===== src/rtl/mtrap_csr.sv =====
// -----------------------------------------------------------------------------
// mtrap_csr - machine-mode trap CSR unit
//
// Holds mstatus, mie, mip, mtvec, mepc, mcause and mscratch. Responds to the
// trap handler's entry (intr_happen / ex_happen) and return (trap_fin, mret)
// pulses by updating the trap state and issuing a one-cycle PC redirect.
//
// Ports
//   clk, reset            clock, synchronous active-high reset
//   intr_happen/ex_happen trap-entry pulses (interrupt / exception)
//   trap_cause, trap_pc   cause and PC captured on trap entry
//   trap_fin              mret committed
//   ext_irq, time_pending, soft_pending  interrupt levels -> mip[11]/[7]/[3]
//   csr_re, csr_op, csr_addr, csr_wdata  CSR access (op: none/write/set/clear)
//   csr_rdata, csr_illegal               registered read data / bad-address pulse
//   mstatus, mie, mip                    live register values to the trap handler
//   redirect_valid, redirect_pc          one-cycle PC redirect, target held
//   trap_active                          1 while in the HANDLER state
// -----------------------------------------------------------------------------
module mtrap_csr #(
    parameter logic [31:0] MTVEC_RESET = 32'h0000_0000,
    parameter bit          VECTORED_EN = 1'b1
) (
    input  logic        clk,
    input  logic        reset,
    input  logic        intr_happen,
    input  logic        ex_happen,
    input  logic [31:0] trap_cause,
    input  logic [31:0] trap_pc,
    input  logic        trap_fin,
    input  logic        ext_irq,
    input  logic        time_pending,
    input  logic        soft_pending,
    input  logic        csr_re,
    input  logic [1:0]  csr_op,
    input  logic [11:0] csr_addr,
    input  logic [31:0] csr_wdata,
    output logic [31:0] csr_rdata,
    output logic        csr_illegal,
    output logic [31:0] mstatus,
    output logic [31:0] mie,
    output logic [31:0] mip,
    output logic        redirect_valid,
    output logic [31:0] redirect_pc,
    output logic        trap_active
);

    localparam logic [11:0] ADDR_MSTATUS  = 12'h300;
    localparam logic [11:0] ADDR_MIE      = 12'h304;
    localparam logic [11:0] ADDR_MTVEC    = 12'h305;
    localparam logic [11:0] ADDR_MSCRATCH = 12'h340;
    localparam logic [11:0] ADDR_MEPC     = 12'h341;
    localparam logic [11:0] ADDR_MCAUSE   = 12'h342;
    localparam logic [11:0] ADDR_MIP      = 12'h344;

    localparam logic [1:0] OP_NONE  = 2'b00;
    localparam logic [1:0] OP_WRITE = 2'b01;
    localparam logic [1:0] OP_SET   = 2'b10;
    localparam logic [1:0] OP_CLEAR = 2'b11;

    localparam logic [31:0] MIE_MASK = 32'h0000_0888;

    typedef enum logic {
        RUN     = 1'b0,
        HANDLER = 1'b1
    } state_t;

    // Illegal mtvec modes collapse to direct mode; the base is kept.
    function automatic logic [31:0] legal_mtvec(input logic [31:0] v);
        if (v[1:0] == 2'b00 || (v[1:0] == 2'b01 && VECTORED_EN))
            return v;
        else
            return {v[31:2], 2'b00};
    endfunction

    state_t      state;
    logic        st_mie;
    logic        st_mpie;
    logic [31:0] mie_q;
    logic [31:0] mtvec_q;
    logic [31:0] mscratch_q;
    logic [31:0] mepc_q;
    logic [31:0] mcause_q;
    logic        ext_q;
    logic        tim_q;
    logic        sw_q;

    logic [31:0] rd_val;
    logic        addr_ok;
    logic        req;
    logic        wr_en;
    logic [31:0] wr_val;
    logic        trap_take;
    logic [31:0] trap_tgt;

    // MPP is hardwired to machine mode; only MIE and MPIE are state.
    assign mstatus     = {19'b0, 2'b11, 3'b0, st_mpie, 3'b0, st_mie, 3'b0};
    assign mie         = mie_q;
    assign mip         = {20'b0, ext_q, 3'b0, tim_q, 3'b0, sw_q, 3'b0};
    assign trap_active = (state == HANDLER);

    always_comb begin
        // NOTE: every variable gets a default first so no path leaves it
        // unassigned, which would infer a latch.
        rd_val    = 32'h0;
        addr_ok   = 1'b1;
        wr_val    = csr_wdata;
        trap_tgt  = {mtvec_q[31:2], 2'b00};

        case (csr_addr)
            ADDR_MSTATUS:  rd_val = mstatus;
            ADDR_MIE:      rd_val = mie_q;
            ADDR_MTVEC:    rd_val = mtvec_q;
            ADDR_MSCRATCH: rd_val = mscratch_q;
            ADDR_MEPC:     rd_val = mepc_q;
            ADDR_MCAUSE:   rd_val = mcause_q;
            ADDR_MIP:      rd_val = mip;
            default:       addr_ok = 1'b0;
        endcase

        req   = csr_re | (csr_op != OP_NONE);
        wr_en = (csr_op != OP_NONE) & addr_ok;

        case (csr_op)
            OP_WRITE: wr_val = csr_wdata;
            OP_SET:   wr_val = rd_val | csr_wdata;
            OP_CLEAR: wr_val = rd_val & ~csr_wdata;
            default:  wr_val = csr_wdata;
        endcase

        trap_take = intr_happen | ex_happen;

        // Vectored dispatch only for interrupts; exceptions use the base.
        if (mtvec_q[1:0] == 2'b01 && trap_cause[31])
            trap_tgt = {mtvec_q[31:2], 2'b00} + {25'b0, trap_cause[4:0], 2'b00};
    end

    // NOTE: sequential state uses non-blocking assignments so every register
    // samples the pre-edge values, independent of statement order.
    always_ff @(posedge clk) begin
        if (reset) begin
            state          <= RUN;
            st_mie         <= 1'b0;
            st_mpie        <= 1'b0;
            mie_q          <= 32'h0;
            mtvec_q        <= legal_mtvec(MTVEC_RESET);
            mscratch_q     <= 32'h0;
            mepc_q         <= 32'h0;
            mcause_q       <= 32'h0;
            ext_q          <= 1'b0;
            tim_q          <= 1'b0;
            sw_q           <= 1'b0;
            csr_rdata      <= 32'h0;
            csr_illegal    <= 1'b0;
            redirect_valid <= 1'b0;
            redirect_pc    <= 32'h0;
        end else begin
            ext_q          <= ext_irq;
            tim_q          <= time_pending;
            sw_q           <= soft_pending;
            redirect_valid <= 1'b0;
            csr_illegal    <= req & ~addr_ok;

            // Reads always see the pre-update register values.
            if (req && !addr_ok)
                csr_rdata <= 32'h0;
            else if (csr_re)
                csr_rdata <= rd_val;

            if (trap_take) begin
                // Trap entry swallows any concurrent mret and CSR write.
                mepc_q         <= {trap_pc[31:2], 2'b00};
                mcause_q       <= trap_cause;
                st_mpie        <= st_mie;
                st_mie         <= 1'b0;
                state          <= HANDLER;
                redirect_valid <= 1'b1;
                redirect_pc    <= trap_tgt;
            end else begin
                if (trap_fin) begin
                    st_mie         <= st_mpie;
                    st_mpie        <= 1'b1;
                    state          <= RUN;
                    redirect_valid <= 1'b1;
                    redirect_pc    <= mepc_q;
                end

                if (wr_en) begin
                    case (csr_addr)
                        ADDR_MSTATUS: begin
                            // mret owns mstatus this cycle.
                            if (!trap_fin) begin
                                st_mie  <= wr_val[3];
                                st_mpie <= wr_val[7];
                            end
                        end
                        ADDR_MIE:      mie_q      <= wr_val & MIE_MASK;
                        ADDR_MTVEC:    mtvec_q    <= legal_mtvec(wr_val);
                        ADDR_MSCRATCH: mscratch_q <= wr_val;
                        ADDR_MEPC:     mepc_q     <= {wr_val[31:2], 2'b00};
                        ADDR_MCAUSE:   mcause_q   <= wr_val;
                        default:       ; // mip is read-only
                    endcase
                end
            end
        end
    end

endmodule

===== config.mk =====
export PLATFORM = sky130hd
export DESIGN_NAME = mtrap_csr
export DESIGN_NICKNAME = d
export VERILOG_FILES = /design/src/rtl/mtrap_csr.sv
export SDC_FILE = /design/constraint.sdc
export NUM_CORES = 1
export LEC_CHECK = 0
export BUFFER_PORTS_ARGS = -buffer_cell sky130_fd_sc_hd__buf_2
export CORE_MARGIN = 2
export CORE_UTILIZATION = 30
export CTS_BUF_LIST = sky130_fd_sc_hd__clkbuf_8 sky130_fd_sc_hd__clkbuf_16
export CTS_CLUSTER_DIAMETER = 50
export DETAILED_ROUTE_END_ITERATION = 7
export GPL_TIMING_DRIVEN = 0
export SETUP_SLACK_MARGIN = 0.1
export SYNTH_ARGS = -nofsm -noshare
export SYNTH_HDL_FRONTEND = slang
export SYNTH_SLANG_ARGS = --single-unit

===== constraint.sdc =====
create_clock -name clk -period 2.63 [get_ports clk]
set_input_delay 0.3945 -clock clk [delete_from_list [all_inputs] [get_ports clk]]
set_output_delay 0.3945 -clock clk [all_outputs]
set_load 0.03 [all_outputs]

* After elaboration in Yosys (flattened, before gate mapping)
Cells that the tools add are included.
** Word-level totals
- Register bits :: 201
- Latch bits :: 0
- Memory bits (writable) :: 0
- Memory bits (read-only) :: 0
- Output and inout bits :: 163
- Word-level logic and storage cells :: 80
- Memories kept :: 0
** Operators by class
- Add/sub/neg operators :: 1
- Multipliers :: 0
- Div/mod/pow operators :: 0
- Order comparisons :: 0
- Eq/ne operators :: 11
- Shift-type cells :: 0
- Multiplexer cells :: 26
- Bitwise gates (word level) :: 9
- Reduce and logical (&&, ||, !) cells :: 18
** Operators with widths (number)
- $mux W32 :: 9
- $pmux W32 S7 :: 1
- $eq A12 B10 Y1 const B :: 7
- $pmux W32 S2 :: 1
- $add A32 B7 Y32 :: 1
- $and A32 B32 Y32 :: 1
- $not A32 Y32 :: 1
- $or A32 B32 Y32 :: 1
- $mux W1 :: 14
- $reduce_bool A2 Y1 :: 5
- $reduce_and A3 Y1 :: 3
- $reduce_or A7 Y1 :: 1
- $eq A2 B1 Y1 const B :: 2
- $eq A2 B2 Y1 const B :: 2
- $reduce_and A2 Y1 :: 2
- $reduce_or A2 Y1 :: 2
- $and A1 B1 Y1 :: 2
- $logic_and A1 B1 Y1 :: 2
- $logic_not A2 Y1 :: 1
- $mux W2 :: 1
- $not A1 Y1 :: 2
- $or A1 B1 Y1 :: 2
- $logic_not A1 Y1 :: 1
- $logic_or A1 B1 Y1 :: 1

* Longest topological paths before layout
- Word-level depth :: 8
- Mapped depth :: 9

* Least setup slack after synthesis
No wires, ideal clock.
- Kind :: input-to-reg
- From :: input csr_addr[5]
- To :: register mcause_q[13]
- Setup time :: 126 ps
- Arrival :: 2096 ps
- Data required time :: 2504 ps
- Path slack :: 408 ps
- Cell stages on the path :: 8
- Path buffers :: 2
- Path through :: or4b_1 nor3_2 a31oi_1 nor2b_1 buf_2 buf_2 a22oi_1 o21ai_1
** On the way
- Cells in the longest elaborated chain, start to end :: 7
** RTL lines
- start: declaration :: line 36 : input logic [11:0] csr_addr,
- $eq A12 B10 Y1 (on tied branches) :: line 110, 189
- $pmux W32 S7 :: line 110 : case (csr_addr)
- $and A32 B32 Y32 or $or A32 B32 Y32 (tied branches) :: line 127, 126
- $pmux W32 S2 :: line 124 : case (csr_op)
- $mux W32 :: line 189 : case (csr_addr)
- $mux W32 :: line 188 : if (wr_en) begin
- $mux W32 :: line 170 : if (trap_take) begin
- end signal: assignment :: line 173 : mcause_q <= trap_cause;
- end signal: assignment :: line 201 : ADDR_MCAUSE: mcause_q <= wr_val;
- end: declaration :: line 83 : logic [31:0] mcause_q;
Parallel ways exist; a longest one is shown, timed or not. The select of a mux whose other input is x is not followed.
A chain may end at the register's enable or synchronous reset.

* Worst setup path after layout
- From :: input csr_addr[1]
- To :: register mcause_q[11]
Same word-level chain as after synthesis.

==> metrics <==
Post-synth EDFFs=0; final WL=41.5 mm; via count=10,300; worst path required time=2.92 ns; root buffer cell=clkbuf_16; clock-pin slew on the worst setup and hold paths=roughly 0.08 ns; post-synthesis sequential area ratio=38.6%; PortBufs=187; share of the synthesized area in the top cell type=38.6%; area grow syn2layout=25.1%; DRT Pass-1 Iters=5; Clock Sinks=199; Synth Cell Area=0.0103 sq mm; Post-Syn Area per Cell=8.58 sq um; minimum clock period=between 2 and 2.5 ns; share of cells above drive strength 1=25.2%; Post-Syn Instances=1,201; CTS tree=yes; first-pass GRT wire length=roughly 61 mm; max cap viols=0; critical path class=in -> reg; nets=1,627; Final WS setup=0.189 ns; IO Count=about 280; clock tree buffer depth=2; Worst Setup Start Kind=primary input; Vias/cell=between 5 and 6; detailed-route DRC error count=0; Final ANT Viol Nets=0; row cnt=67; Fill cells=3,522; CTS Buf Count=17; initial core utilization=30.6%; number of library cell types mapped by synthesis=63; status=complete, no violations; Synth async-reset ratio=0%; Die Ht=189 um; total track usage=between 20% and 30%; mux cell area share after synthesis=4.09%; RSZ-0062 raised after global routing=true; fin. max-slew vios=0; adder-cell area share of the yosys netlist=0.801%; Hold WC Path Type=in -> reg; count leader, synth=dfxtp_1; WP data arrival=around 2.7 ns; Final Hold Vio Count=0; DP Wirelength=31.0 mm; CP max FO=10; DIE AREA=0.0359 sq mm; main flop type after synthesis=dfxtp_1; largest family of logic cells by synthesized area=compound AO/OA/AOI/OAI gates; # setup viols final=0; Die X=~190 um; CORE AREA=about 0.034 sq mm; Post-Synth XOR/XNOR Area=approximately 2.2%; Max Freq=0.410 GHz; Slew @ Worst Pin=about 1.0 ns; simple-gate share of the synthesized area=17.0%; Clk Latency, worst-skew pair=0.45 ns; VDD IR-drop max=0.467 mV; Hold WS=0.161 ns; grt ovf=0; Synth area leader=dfxtp_1; largest net degree at the start of global routing=19; pre-CTS WS=-0.672 ns; CP Capture Type=flip-flop; routed len/inst=21.1 um; initial antenna violation count=0; Worst Clk Skew=around 0.017 ns; leading post-synthesis cells by cell area=dfxtp_1 (39%), buf_4 (7.2%), a211oi_1 (5.8%), nor2_1 (5.5%), a22oi_1 (4.7%); final worst path period share=92.8%; Synth Area in Compound Gates=26.0%; YS warnings=0; DRT iter0 DRCs=1,026; leakage=~0.0054 uW; # H-tree levels=4; relative slew slack=32.6%; most common library cells after synthesis=dfxtp_1 (199), nor2_1 (150), buf_4 (99), a211oi_1 (79), clkbuf_1 (66); Synth Register Bits=between 150 and 200; global placement routability congestion=0.919; vias in the first global route=9,760; P per Cell Area=545 mW/mm^2
layer usage:
| layer | share of wire (%) | track usage (%) | up-vias | wire length, um |
|---|---|---|---|---|
| li1 | - | - | 4849 | - |
| met1 | 43 | 29.8 | 4826 | 17700 |
| met2 | 45 | 36.0 | 536 | 18700 |
| met3 | 9.1 | 4.60 | 81 | 3760 |
| met4 | 3.2 | 8.32 | 0 | 1310 |
| met5 | 0 | 0 | - | 0 |
critical path, cell delays in order:
cell and delay, ns:
buf_2 0.09, clkbuf_2 0.41, buf_2 0.40, mux2i_1 0.23, nor2_1 0.05, a21oi_1 0.18, o2bb2ai_1 0.13, a31oi_1 0.62
o22ai_1 0.22
through the flow:
stage	cell area [sq um]	power (uW)	std cells	setup TNS (ns)	utilization [%]
detailed placement	12100	4280	1924	-77.79	36.0
global route	12900	7220	1963	0	38.2
global placement	12100	4270	1924	-74.30	36.0
finish	12900	7030	1964	0	38.3
floorplan	10600	3920	1289	0	-
CTS	12800	7010	1956	0	37.9
registers in the layout, indices dropped and copies added, names as in the netlist:
| name | count |
|---|---|
| redirect_pc | 30 |
| mtvec_q | 32 |
| trap_active | 1 |
| mepc_q | 30 |
| csr_rdata | 32 |
| redirect_valid | 1 |
| mscratch_q | 32 |
| csr_illegal | 1 |
| tim_q | 1 |
| st_mie | 1 |
| sw_q | 1 |
| mcause_q | 32 |
| st_mpie | 1 |
| mie | 3 |
| ext_q | 1 |
power breakdown:
part	internal [uW]	total (uW)	switching, uW
clock	1460	2790	1330
sequential	3100	3160	62.7
combinational	356	1080	722
cells in the final DEF, fill, tap and decap left out, drive strengths merged, types with 8 or more instances in the layout:
cell	synthesis	final
a21oi	65	65
buf	127	319
a22o	25	25
mux2i	41	41
a221oi	21	21
a22oi	65	65
inv	9	17
o22ai	32	32
xor2	8	8
nor3	38	38
nand2b	13	13
dfxtp	199	199
nor2b	15	15
and3	11	11
conb	2	90
a211oi	79	79
nand2	44	44
xnor2	18	18
o2bb2ai	34	34
and3b	25	25
clkbuf	66	86
o21ai	38	38
nor2	150	150
kinds of logic (layout without fill, tap and decap cells):
group | Yosys count | count (layout)
compound gates | 381 | 381
buf+inv | 203 | 429
fa+ha+maj | 6 | 6
flops | 199 | 199
other cells | 2 | 91
mux | 42 | 42
xor+xnor | 26 | 26
simple gates | 342 | 342
what timing repair did:
action                                  CTS  global route
endpoints found under the setup margin  155           107
setup buffers                             0             7
pin swaps                                 0             6
hold buffers                              0             0
resized for setup                        11            30
path summary, 6_finish.rpt:
kind                         startpoint                           end  slack, ns  cells past startpoint
max reg2reg     mtvec_q[2]$_SDFFE_PP0P_  redirect_pc[26]$_SDFFE_PP0P_       0.25                     10
max                         csr_addr[1]     mcause_q[11]$_SDFFE_PP0P_       0.19                      9
min                      trap_cause[18]     mcause_q[18]$_SDFFE_PP0P_       0.16                      3
min reg2reg  csr_rdata[20]$_SDFFE_PP0P_    csr_rdata[20]$_SDFFE_PP0P_       0.48                      2
layout make-up:
class                      instances  area (sq um)  share of cell area [%]
clock inverter                    14           165                    1.28
clock buffer                      18           439                    3.41
tap                              448           561                    4.35
timing repair buffer             194           988                    7.67
inverter                          10          37.5                   0.291
antenna                            1          2.50                  0.0194
multi-input combinational        887          5570                    43.2
sequential                       199          3990                    30.9
buffer                           193          1140                    8.88
(Power assumes the default switching activity.)
